**config.mk**
```make
export PLATFORM = sky130hd
export DESIGN_NAME = mem_stage
export DESIGN_NICKNAME = d
export VERILOG_FILES = /design/src/rtl/mem_stage.sv
export SDC_FILE = /design/constraint.sdc
export NUM_CORES = 1
export LEC_CHECK = 0
export ABC_AREA = 1
export BUFFER_PORTS_ARGS = -buffer_cell sky130_fd_sc_hd__buf_4
export CORE_AREA = 2 2 160 162
export DETAILED_ROUTE_END_ITERATION = 10
export DIE_AREA = 0 0 162 164
export PLACE_DENSITY = 0.6
export SLEW_MARGIN = 30
export SYNTH_ARGS = -nofsm -noshare
export SYNTH_HDL_FRONTEND = slang
export SYNTH_SLANG_ARGS = --single-unit
export TNS_END_PERCENT = 20
```
**constraint.sdc**
```tcl
create_clock -name clk -period 2.08 [get_ports clk]
set_clock_uncertainty 0.05 [all_clocks]
set_input_delay 0.104 -clock clk [delete_from_list [all_inputs] [get_ports clk]]
set_output_delay 0.104 -clock clk [all_outputs]
set_load 0.05 [all_outputs]
```
**src/rtl/mem_stage.sv**
```systemverilog
// Memory-access pipeline stage: one load/store at a time on a req/gnt/rvalid bus.
// It aligns load data, formats store lanes, flags misalignment and registers the WB state.
package riscv_pkg;
  localparam int TAG_WIDTH = 4;
  typedef enum logic {LSU_LOAD = 1'b0, LSU_STORE = 1'b1} lsu_op_e;
  typedef enum logic [2:0] {
    LSU_B  = 3'b000, LSU_H  = 3'b001, LSU_W = 3'b010,
    LSU_BU = 3'b100, LSU_HU = 3'b101
  } lsu_dtype_e;
endpackage

module mem_stage
  import riscv_pkg::*;
#(
  parameter bit MISALIGN_EXC_EN = 1'b1
) (
  input  logic                 clk,
  input  logic                 reset_n,
  input  logic                 stall_M,
  input  logic                 flush_M,
  input  logic                 ready_wb,
  output logic                 ready_mem,
  input  logic                 lsu_en_mem,
  input  lsu_op_e              lsu_op_mem,
  input  lsu_dtype_e           lsu_dtype_mem,
  input  logic [31:0]          lsu_addr_mem,
  input  logic [31:0]          lsu_wdata_mem,
  input  logic                 rd_wr_en_mem,
  input  logic [TAG_WIDTH-1:0] rd_wr_tag_mem,
  input  logic [4:0]           rd_wr_addr_mem,
  input  logic [31:0]          rd_wr_data_mem,
  input  logic [31:0]          pc_mem,
  input  logic                 exc_taken_mem,
  output logic                 data_req,
  output logic                 data_we,
  output logic [31:0]          data_addr,
  output logic [3:0]           data_be,
  output logic [31:0]          data_wdata,
  input  logic                 data_gnt,
  input  logic                 data_rvalid,
  input  logic                 data_err,
  input  logic [31:0]          data_rdata,
  output logic                 rd_wr_en_wb,
  output logic [TAG_WIDTH-1:0] rd_wr_tag_wb,
  output logic [4:0]           rd_wr_addr_wb,
  output logic [31:0]          rd_wr_data_wb,
  output logic [31:0]          pc_wb,
  output logic                 exc_taken_wb,
  output logic                 lsu_misalign_ld,
  output logic                 lsu_misalign_st,
  output logic                 lsu_bus_err,
  output logic [31:0]          lsu_exc_addr,
  output logic                 forward_mem_en,
  output logic [TAG_WIDTH-1:0] forward_mem_tag,
  output logic [4:0]           forward_mem_addr,
  output logic [31:0]          forward_mem_wdata
);

  typedef enum logic [1:0] {IDLE, WAIT_GNT, WAIT_RVALID} state_e;

  function automatic logic [3:0] store_be(input lsu_dtype_e dt, input logic [1:0] off);
    case (dt)
      LSU_B, LSU_BU: store_be = 4'b0001 << off;
      LSU_H, LSU_HU: store_be = 4'b0011 << off;
      default:       store_be = 4'hF;
    endcase
  endfunction

  function automatic logic [31:0] store_data(input lsu_dtype_e dt, input logic [31:0] wd);
    case (dt)
      LSU_B, LSU_BU: store_data = {4{wd[7:0]}};
      LSU_H, LSU_HU: store_data = {2{wd[15:0]}};
      default:       store_data = wd;
    endcase
  endfunction

  function automatic logic [31:0] load_data(input lsu_dtype_e dt, input logic [1:0] off,
                                            input logic [31:0] rdata);
    logic [31:0] sh;
    sh = rdata >> {off, 3'b000};
    case (dt)
      LSU_B:   load_data = {{24{sh[7]}}, sh[7:0]};
      LSU_BU:  load_data = {24'h0, sh[7:0]};
      LSU_H:   load_data = {{16{sh[15]}}, sh[15:0]};
      LSU_HU:  load_data = {16'h0, sh[15:0]};
      default: load_data = sh;
    endcase
  endfunction

  state_e      state;
  logic        flush_pending;
  logic        ld_done;
  logic        ld_done_err;
  logic [31:0] ld_done_data;

  logic        is_load, is_half, is_word, access, mis, bus_op;
  logic [1:0]  off;
  logic        req_idle, rsp, busy, advance, kill;
  logic        res_valid, res_err, mis_exc, bus_exc;
  logic [31:0] res_data;

  assign is_load = (lsu_op_mem == LSU_LOAD);
  assign is_half = (lsu_dtype_mem == LSU_H) || (lsu_dtype_mem == LSU_HU);
  assign is_word = (lsu_dtype_mem == LSU_W);
  assign access  = lsu_en_mem & ~exc_taken_mem;
  assign mis     = MISALIGN_EXC_EN &
                   ((is_half & lsu_addr_mem[0]) | (is_word & (lsu_addr_mem[1:0] != 2'b00)));
  // Masking is a no-op for aligned accesses, so it also covers the non-trapping mode.
  assign off     = is_word ? 2'b00 : (is_half ? {lsu_addr_mem[1], 1'b0} : lsu_addr_mem[1:0]);
  assign bus_op  = access & ~mis;

  assign req_idle  = (state == IDLE) & bus_op & ~ld_done & ~flush_M & ~stall_M;
  assign data_req  = req_idle | (state == WAIT_GNT);
  assign data_we   = data_req & ~is_load;
  assign data_addr = data_req ? {lsu_addr_mem[31:2], 2'b00} : 32'h0;
  assign data_be   = data_req ? store_be(lsu_dtype_mem, off) : 4'h0;
  assign data_wdata = data_req ? store_data(lsu_dtype_mem, lsu_wdata_mem) : 32'h0;

  assign rsp       = (state == WAIT_RVALID) & data_rvalid;
  assign res_valid = rsp | ld_done;
  assign res_err   = ld_done ? ld_done_err : data_err;
  assign res_data  = ld_done ? ld_done_data : load_data(lsu_dtype_mem, off, data_rdata);

  assign busy      = ((state == IDLE) & bus_op & ~ld_done) | (state == WAIT_GNT) |
                     ((state == WAIT_RVALID) & ~data_rvalid);
  assign ready_mem = ~stall_M & ready_wb & ~busy;
  assign advance   = ~stall_M & ready_wb;
  assign kill      = flush_M | flush_pending;
  assign mis_exc   = access & mis;
  assign bus_exc   = bus_op & res_err;

  assign forward_mem_en    = ~kill & (lsu_en_mem ?
                             (bus_op & is_load & res_valid & ~res_err & rd_wr_en_mem) : rd_wr_en_mem);
  assign forward_mem_tag   = rd_wr_tag_mem;
  assign forward_mem_addr  = rd_wr_addr_mem;
  assign forward_mem_wdata = (lsu_en_mem & is_load) ? res_data : rd_wr_data_mem;

  // Bus FSM plus the one-entry buffer for a load that completes while WB is held.
  always_ff @(posedge clk or negedge reset_n) begin
    if (!reset_n) begin
      state         <= IDLE;
      flush_pending <= 1'b0;
      ld_done       <= 1'b0;
      ld_done_err   <= 1'b0;
      ld_done_data  <= 32'h0;
    end else begin
      case (state)
        IDLE:        if (req_idle) state <= data_gnt ? WAIT_RVALID : WAIT_GNT;
        WAIT_GNT:    if (data_gnt) state <= WAIT_RVALID;
        WAIT_RVALID: if (data_rvalid) state <= IDLE;
        default:     state <= IDLE;
      endcase
      if (rsp) flush_pending <= 1'b0;
      else if (flush_M && state != IDLE) flush_pending <= 1'b1;
      if (rsp && !kill && !advance) begin
        ld_done      <= 1'b1;
        ld_done_err  <= data_err;
        ld_done_data <= load_data(lsu_dtype_mem, off, data_rdata);
      end else if (advance || flush_M) begin
        ld_done <= 1'b0;
      end
    end
  end

  // MEM -> WB register boundary
  always_ff @(posedge clk or negedge reset_n) begin
    if (!reset_n) begin
      rd_wr_en_wb     <= 1'b0;
      rd_wr_tag_wb    <= '0;
      rd_wr_addr_wb   <= 5'h0;
      rd_wr_data_wb   <= 32'h0;
      pc_wb           <= 32'h0;
      exc_taken_wb    <= 1'b0;
      lsu_misalign_ld <= 1'b0;
      lsu_misalign_st <= 1'b0;
      lsu_bus_err     <= 1'b0;
      lsu_exc_addr    <= 32'h0;
    end else begin
      lsu_misalign_ld <= 1'b0;
      lsu_misalign_st <= 1'b0;
      lsu_bus_err     <= 1'b0;
      if (advance) begin
        if (kill || busy) begin
          rd_wr_en_wb  <= 1'b0;
          exc_taken_wb <= 1'b0;
        end else begin
          rd_wr_en_wb     <= rd_wr_en_mem & ~exc_taken_mem & ~(lsu_en_mem & ~is_load) &
                             ~mis_exc & ~bus_exc;
          rd_wr_tag_wb    <= rd_wr_tag_mem;
          rd_wr_addr_wb   <= rd_wr_addr_mem;
          rd_wr_data_wb   <= (bus_op & is_load) ? res_data : rd_wr_data_mem;
          pc_wb           <= pc_mem;
          exc_taken_wb    <= exc_taken_mem | mis_exc | bus_exc;
          lsu_misalign_ld <= mis_exc & is_load;
          lsu_misalign_st <= mis_exc & ~is_load;
          lsu_bus_err     <= bus_exc;
          if (mis_exc || bus_exc) lsu_exc_addr <= lsu_addr_mem;
        end
      end
    end
  end

endmodule
```
==> impl_metrics.tcl, run 1 <==
set metrics [dict create \
    layout_setup_ws_ns -0.0175 \
    synth-async-reset-ratio 1.00 \
    dieWidth_um 162 \
    yosysTopAreaCellShare 0.428 \
    crit-reg2reg-launch "state[1]" \
    drtIter0Drc 612 \
    worstMarginPinSlew_ns 0.623 \
    gp_congestion 0.908 \
    synth_area_leaders "dfrtp_1, nand2_1, inv_1, nand3_1, o21ai_0" \
    total_leakage_power_uw 0.00784 \
    synth-edff-count 0 \
    ys_top_cells_by_count "nand2_1, inv_1, dfrtp_1" \
    dp_cells 1938 \
    areaGrowthSynthToFinish_pct 68.0 \
    start_kind "input pin" \
    vdd_drop_max_uv 808 \
    drive_gt1_frac 0.331 \
    cts-root-buf "clkbuf_16" \
    yosysMostFrequentCell "nand2_1" \
    grt_pass1_wl_mm 52.6 \
    antenna_found_initial 1 \
    port_buffers 404 \
    crit_path_end "forward_mem_wdata[18]" \
    ys.flop_type "dfrtp_1" \
    max_cap_violations 0 \
    r2r_cells 8 \
    final_max_slew_viol_count 0 \
    path_max_fanout 7 \
    clk_pin_slew_worst_paths_ns 0.06 \
    ant_nets 0 \
    cellPowerDensity_nw_per_um2 1300 \
    fmax_mhz 477 \
    remaining_drc_errors 0 \
    synth.largest_area_cell "dfrtp_1" \
    dp_hpwl_mm 25.1 \
    cts_tree "done" \
    setup_viol_count_final 1 \
    cp-startpoint "lsu_dtype_mem[1]" \
    numCtsBuffers 17 \
    r2r_slack_ns 0.08 \
    nNetsFinal 1938 \
    status "complete, but fails checks" \
    synth_seq_area_share 0.428 \
    stdcell_count 2098 \
    start_util 0.346 \
    htreeDepth 4 \
    slew_headroom 0.585 \
    n_fill_cell 2332 \
    grt_max_degree 96 \
    rows 58 \
    top_level_ports 407 \
    clkSinkCount 147 \
    critPathKind "input pin to output port" \
    synthCells 1245 \
    finalCritPeriodShare 1.01 \
    netlist_area_um2 8600 \
    worstPathArrival_ns 1.94 \
    synth_cell_types 35 \
    hold_viol_final 0 \
    clk_path_buf_depth 2 \
    postSynthAreaPerCell_um2 6.91 \
    required_ns 1.93 \
    violations "setup timing" \
    end_kind "output port" \
    fp.dieH_um 164 \
    grt_usage 0.253 \
    period_minus_slack_ns 2.10 \
    dr.pass1.iters 5 \
    setup_tns_ns -0.0175 \
    routedWlPerCell_um 16.8 \
    synth_warnings 0 \
    worstSkewPairLatency_ns 0.42 \
    die_area_um2 26600 \
    grt_overflow 0 \
    worstReg2RegEnd "rd_wr_data_wb[13]" \
    totalWireLength_mm 35.2 \
    synth-seq-cells 147 \
    grt_pass1_vias 9629 \
    fp.coreArea_um2 24800 \
    rsz0062_at_grt "true" \
    vias 10088 \
    viasPerCell 4.81 \
    min_path_type "input pin to flop" \
]
[logic make-up (layout without fill, tap and decap cells)]
family          count (synthesis)  count (layout)  synth area share
compound gates                200             200             0.130
simple gates                  648             650             0.319
buf+inv                       249             768             0.123
other cells                     1               3          0.000436
flops                         147             147             0.428
[layer usage]
metal	track usage	share of wire	vias up
li1	-	-	4923
met1	0.315	0.40	4715
met2	0.429	0.50	385
met3	0.0535	0.061	65
met4	0.104	0.033	0
met5	0	0	-
[critical path, cell delays in order]
cell	delay, ns
buf_4	0.14
inv_2	0.07
buf_4	0.17
nor3_4	0.28
nor2_4	0.11
o21ai_0	0.32
nand2_1	0.14
nand3_1	0.13
nand2_1	0.07
a31oi_1	0.17
buf_4	0.23
[cell usage in the layout (no fill, tap or decap), drive strengths merged, types with 8 or more instances in the layout]
cell / n
buf: 458
nand2: 387
inv: 168
dfrtp: 147
nor2: 115
dlygate4sd3: 114
nand3: 110
o21ai: 104
a21oi: 39
a31oi: 24
clkbuf: 21
nor3: 20
or2: 16
o211ai: 8
a211oi: 8
[power by group]
group,internal [uW],switching (uW)
combinational,3340,7470
clock,1920,1310
sequential,4050,683
[state kept, by name (all words and copies together), names as in the netlist]
signal           count
rd_wr_data_wb       32
lsu_bus_err          1
flush_pending        1
ld_done              1
state                2
rd_wr_en_wb          1
ld_done_data        32
rd_wr_addr_wb        5
lsu_misalign_st      1
lsu_exc_addr        32
pc_wb               32
rd_wr_tag_wb         4
ld_done_err          1
exc_taken_wb         1
lsu_misalign_ld      1
[layout make-up]
cell class / instances / area (um^2) / area share
inverters: 163 / 614 / 0.0425
clock inverters: 12 / 171 / 0.0119
clock buffers: 20 / 437 / 0.0302
flip-flops and latches: 147 / 3680 / 0.255
well taps: 330 / 413 / 0.0286
repair buffers: 573 / 4860 / 0.337
multi-input cells: 852 / 4260 / 0.295
diodes: 1 / 2.50 / 0.000173
[worst min path at each step]
stage	from	to	cells past startpoint
CTS	rd_wr_data_mem[8]	rd_wr_data_wb[8]	5
finish	rd_wr_data_mem[8]	rd_wr_data_wb[8]	5
global placement	reset_n	rd_wr_data_wb[10]	1
floorplan	reset_n	exc_taken_wb	0
global route	rd_wr_data_mem[7]	rd_wr_data_wb[7]	5
detailed placement	reset_n	rd_wr_data_wb[10]	1
[metrics by stage]
stage          utilization  worst slack (ns)  hold WS, ns  total power (uW)  instance area, um^2
6_report             0.582           -0.0175       0.0231             18800                14400
4_1_cts              0.567           -0.0138      0.00361             18600                14100
5_1_grt              0.582           -0.0895       0.0358             19700                14400
3_5_place_dp         0.493            -0.117       0.0938             15000                12200
2_1_floorplan            -            -0.130       -0.242             11500                 8770
3_3_place_gp         0.493           -0.0720       0.0887             14900                12200
[timing repair]
item	in CTS	in global routing
resized for setup	13	72
buffers inserted	4	6
hold endpoints to repair	171	0
endpoints found under the setup margin	90	147
pin swaps	2	9
hold buffers	114	0
gates cloned	0	3
(Power assumes the default switching activity.)
==> inputs of run 2 (changes only) <==
ABC_AREA = not set   (was 1)
CORE_AREA = 2 2 156 158   (was 2 2 160 162)
DIE_AREA = 0 0 158 160   (was 0 0 162 164)
PLACE_DENSITY = 0.63   (was 0.6)
SETUP_SLACK_MARGIN = 0.02   (was not set)
==> run 2 against run 1 <==
  * Via count fell by 0.62%
  * Clock-buffer cell count fell by 3
  * Combinational power shrank 39%
  * Core utilization is 9.4 points higher
  * Critical path depth decreased by 5
  * Critical path type is now flop to output port
  * The run ends with hold timing, setup timing left
==> impl_metrics.tcl, run 2 <==
set metrics [dict create \
    synth.largest_area_cell "dfrtp_1" \
    p_total_uw 13900 \
    final_max_slew_viol_count 0 \
    hold_viol_final 6 \
    crit-reg2reg-launch "state[1]" \
    worstSkewPairLatency_ns 0.42 \
    fmax_mhz 456 \
    vias 10025 \
    drive_gt1_frac 0.471 \
    vdd_drop_max_uv 526 \
    cts_tree "done" \
    ant_nets 0 \
    n_fill_cell 1959 \
    worstReg2RegEnd "rd_wr_data_wb[23]" \
    fp.coreArea_um2 23800 \
    max_cap_violations 0 \
    min_path_type "input pin to flop" \
    totalWireLength_mm 35.9 \
    remaining_drc_errors 0 \
    start_util 0.369 \
    synth-seq-cells 147 \
    grt_max_degree 68 \
    postSynthAreaPerCell_um2 8.47 \
    status "complete, but fails checks" \
    dpl_cell_area_um2 13400 \
    synth_warnings 0 \
    finalCritPeriodShare 1.05 \
    synth_seq_area_share 0.418 \
    viasPerCell 5.15 \
    cellPowerDensity_nw_per_um2 863 \
    yosysTopAreaCellShare 0.418 \
    crit_path_end "data_wdata[21]" \
    drtIter0Drc 682 \
    synth_area_leaders "dfrtp_1, nand2_1, nor2b_1, mux2_2, a21oi_1" \
    netlist_area_um2 8790 \
    end_kind "output port" \
    fp.dieH_um 160 \
    gp_congestion 0.944 \
    final_cell_mix "buf_4, nand2_1, dfrtp_1" \
    synth_cell_types 64 \
    areaGrowthSynthToFinish_pct 83.0 \
    dieWidth_um 158 \
    numCtsBuffers 17 \
    clk_pin_slew_worst_paths_ns 0.07 \
    worstPathArrival_ns 2.04 \
    synth-async-reset-ratio 1.00 \
    synthCells 1038 \
    setup_tns_ns -5.53 \
    cp-startpoint "state[1]" \
    design_area_um2 16100 \
    nNetsFinal 1794 \
    htreeDepth 4 \
    violations "hold timing, setup timing" \
    die_area_um2 25300 \
    rsz0062_at_grt "true" \
    r2r_cells 6 \
    ys_top_cells_by_count "nand2_1, dfrtp_1, nor2_1" \
    layout_setup_ws_ns -0.112 \
    top_level_ports 407 \
    grt_pass1_wl_mm 54.7 \
    worstMarginPinSlew_ns 0.564 \
    r2r_slack_ns 0.04 \
    mostFrequentLayoutCell "buf_4" \
    path_max_fanout 39 \
    dr.pass1.iters 7 \
    critPathKind "flop to output port" \
    routedWlPerCell_um 18.4 \
    n_antenna_cell 0 \
    slew_headroom 0.623 \
    grt_overflow 0 \
    setup_viol_count_final 88 \
    yosysMostFrequentCell "nand2_1" \
    period_minus_slack_ns 2.19 \
    cts-root-buf "clkbuf_16" \
    post-route-util 0.676 \
    clkSinkCount 147 \
    clk_path_buf_depth 2 \
    grt_pass1_vias 10045 \
    required_ns 1.93 \
    synth-edff-count 0 \
    start_kind "flop" \
    grt_usage 0.276 \
    rows 57 \
    antenna_found_initial 0 \
    hold_ws_ns -0.00960 \
    ys.flop_type "dfrtp_1" \
    total_leakage_power_uw 0.00769 \
    port_buffers 404 \
    dp_hpwl_mm 25.3 \
]
## run 2: cell count changes after synthesis, moves of 15 or more
cell,delta
nor2b_1,+68
a31oi_1,-22
inv_1,-139
or2_2,-16
a21oi_1,+39
nand3_1,-88
nor3b_1,+16
a22o_1,+15
o31ai_1,+15
o21ai_0,-41
mux2i_1,+16
clkbuf_1,+16
nand2_1,-158
mux2_2,+35
## run 2: worst min path at each step
stage	start	slack [ns]	cells past startpoint	endpoint
final	rd_wr_data_mem[10]	-0.01	4	rd_wr_data_wb[10]
after global routing	rd_wr_data_mem[14]	0.006	4	rd_wr_data_wb[14]
after CTS	rd_wr_data_mem[29]	0.002	4	rd_wr_data_wb[29]
after detailed placement	reset_n	-0.03	1	rd_wr_data_wb[21]
after global placement	reset_n	-0.03	1	rd_wr_data_wb[21]
after floorplan	reset_n	-0.24	0	exc_taken_wb
## run 2: through the flow
step	hold WS [ns]	setup slack (ns)	cells
after floorplan	-0.242	-0.274	1039
after global placement	-0.0280	-0.212	1804
after detailed placement	-0.0253	-0.292	1804
after CTS	0.00238	-0.157	1937
after global routing	0.00600	-0.196	1946
final	-0.00960	-0.112	1946
## run 2: what timing repair did
| action | CTS | global route |
|---|---|---|
| resized for setup | 139 | 99 |
| endpoints found under the setup margin | 120 | 201 |
| gates cloned | 2 | 2 |
| pin swaps | 30 | 25 |
| hold buffers | 90 | 2 |
| hold endpoints to repair | 237 | 2 |
| setup buffers | 10 | 11 |
## run 2: report_power, final
group          switching (uW)  internal (uW)
Sequential                498           3730
Clock                    1360           1680
Combinational            4180           2430
## run 2: routing by layer
layer,GRT usage,vias to the layer above,part of all wire
li1,-,4760,-
met1,0.333,4842,0.40
met2,0.481,363,0.51
met3,0.0632,60,0.065
met4,0.0930,0,0.026
met5,0,-,0
## run 2: final cells by class
class | instances | area [um^2] | share of cell area
timing repair buffer | 639 | 5840 | 0.363
clock inverter | 14 | 141 | 0.00879
inverter | 20 | 75.1 | 0.00467
tap | 324 | 405 | 0.0252
multi-input combinational | 785 | 5520 | 0.343
sequential | 147 | 3680 | 0.229
clock buffer | 17 | 425 | 0.0264
## run 2: logic make-up after synthesis
group | count (synthesis) | share of synthesized area
AOI/OAI and AO/OA | 242 | 0.189
buffers and inverters | 109 | 0.0586
other | 1 | 0.000426
muxes | 58 | 0.0720
and+or+nand+nor | 481 | 0.262
DFF | 147 | 0.418
## run 2: critical path, stage by stage (launching register included)
cell and delay, ns:
dfrtp_1 0.40, buf_6 0.14, nor4_4 0.35, a21oi_4 0.13
buf_12 0.21, nor2_1 0.17, buf_6 0.18
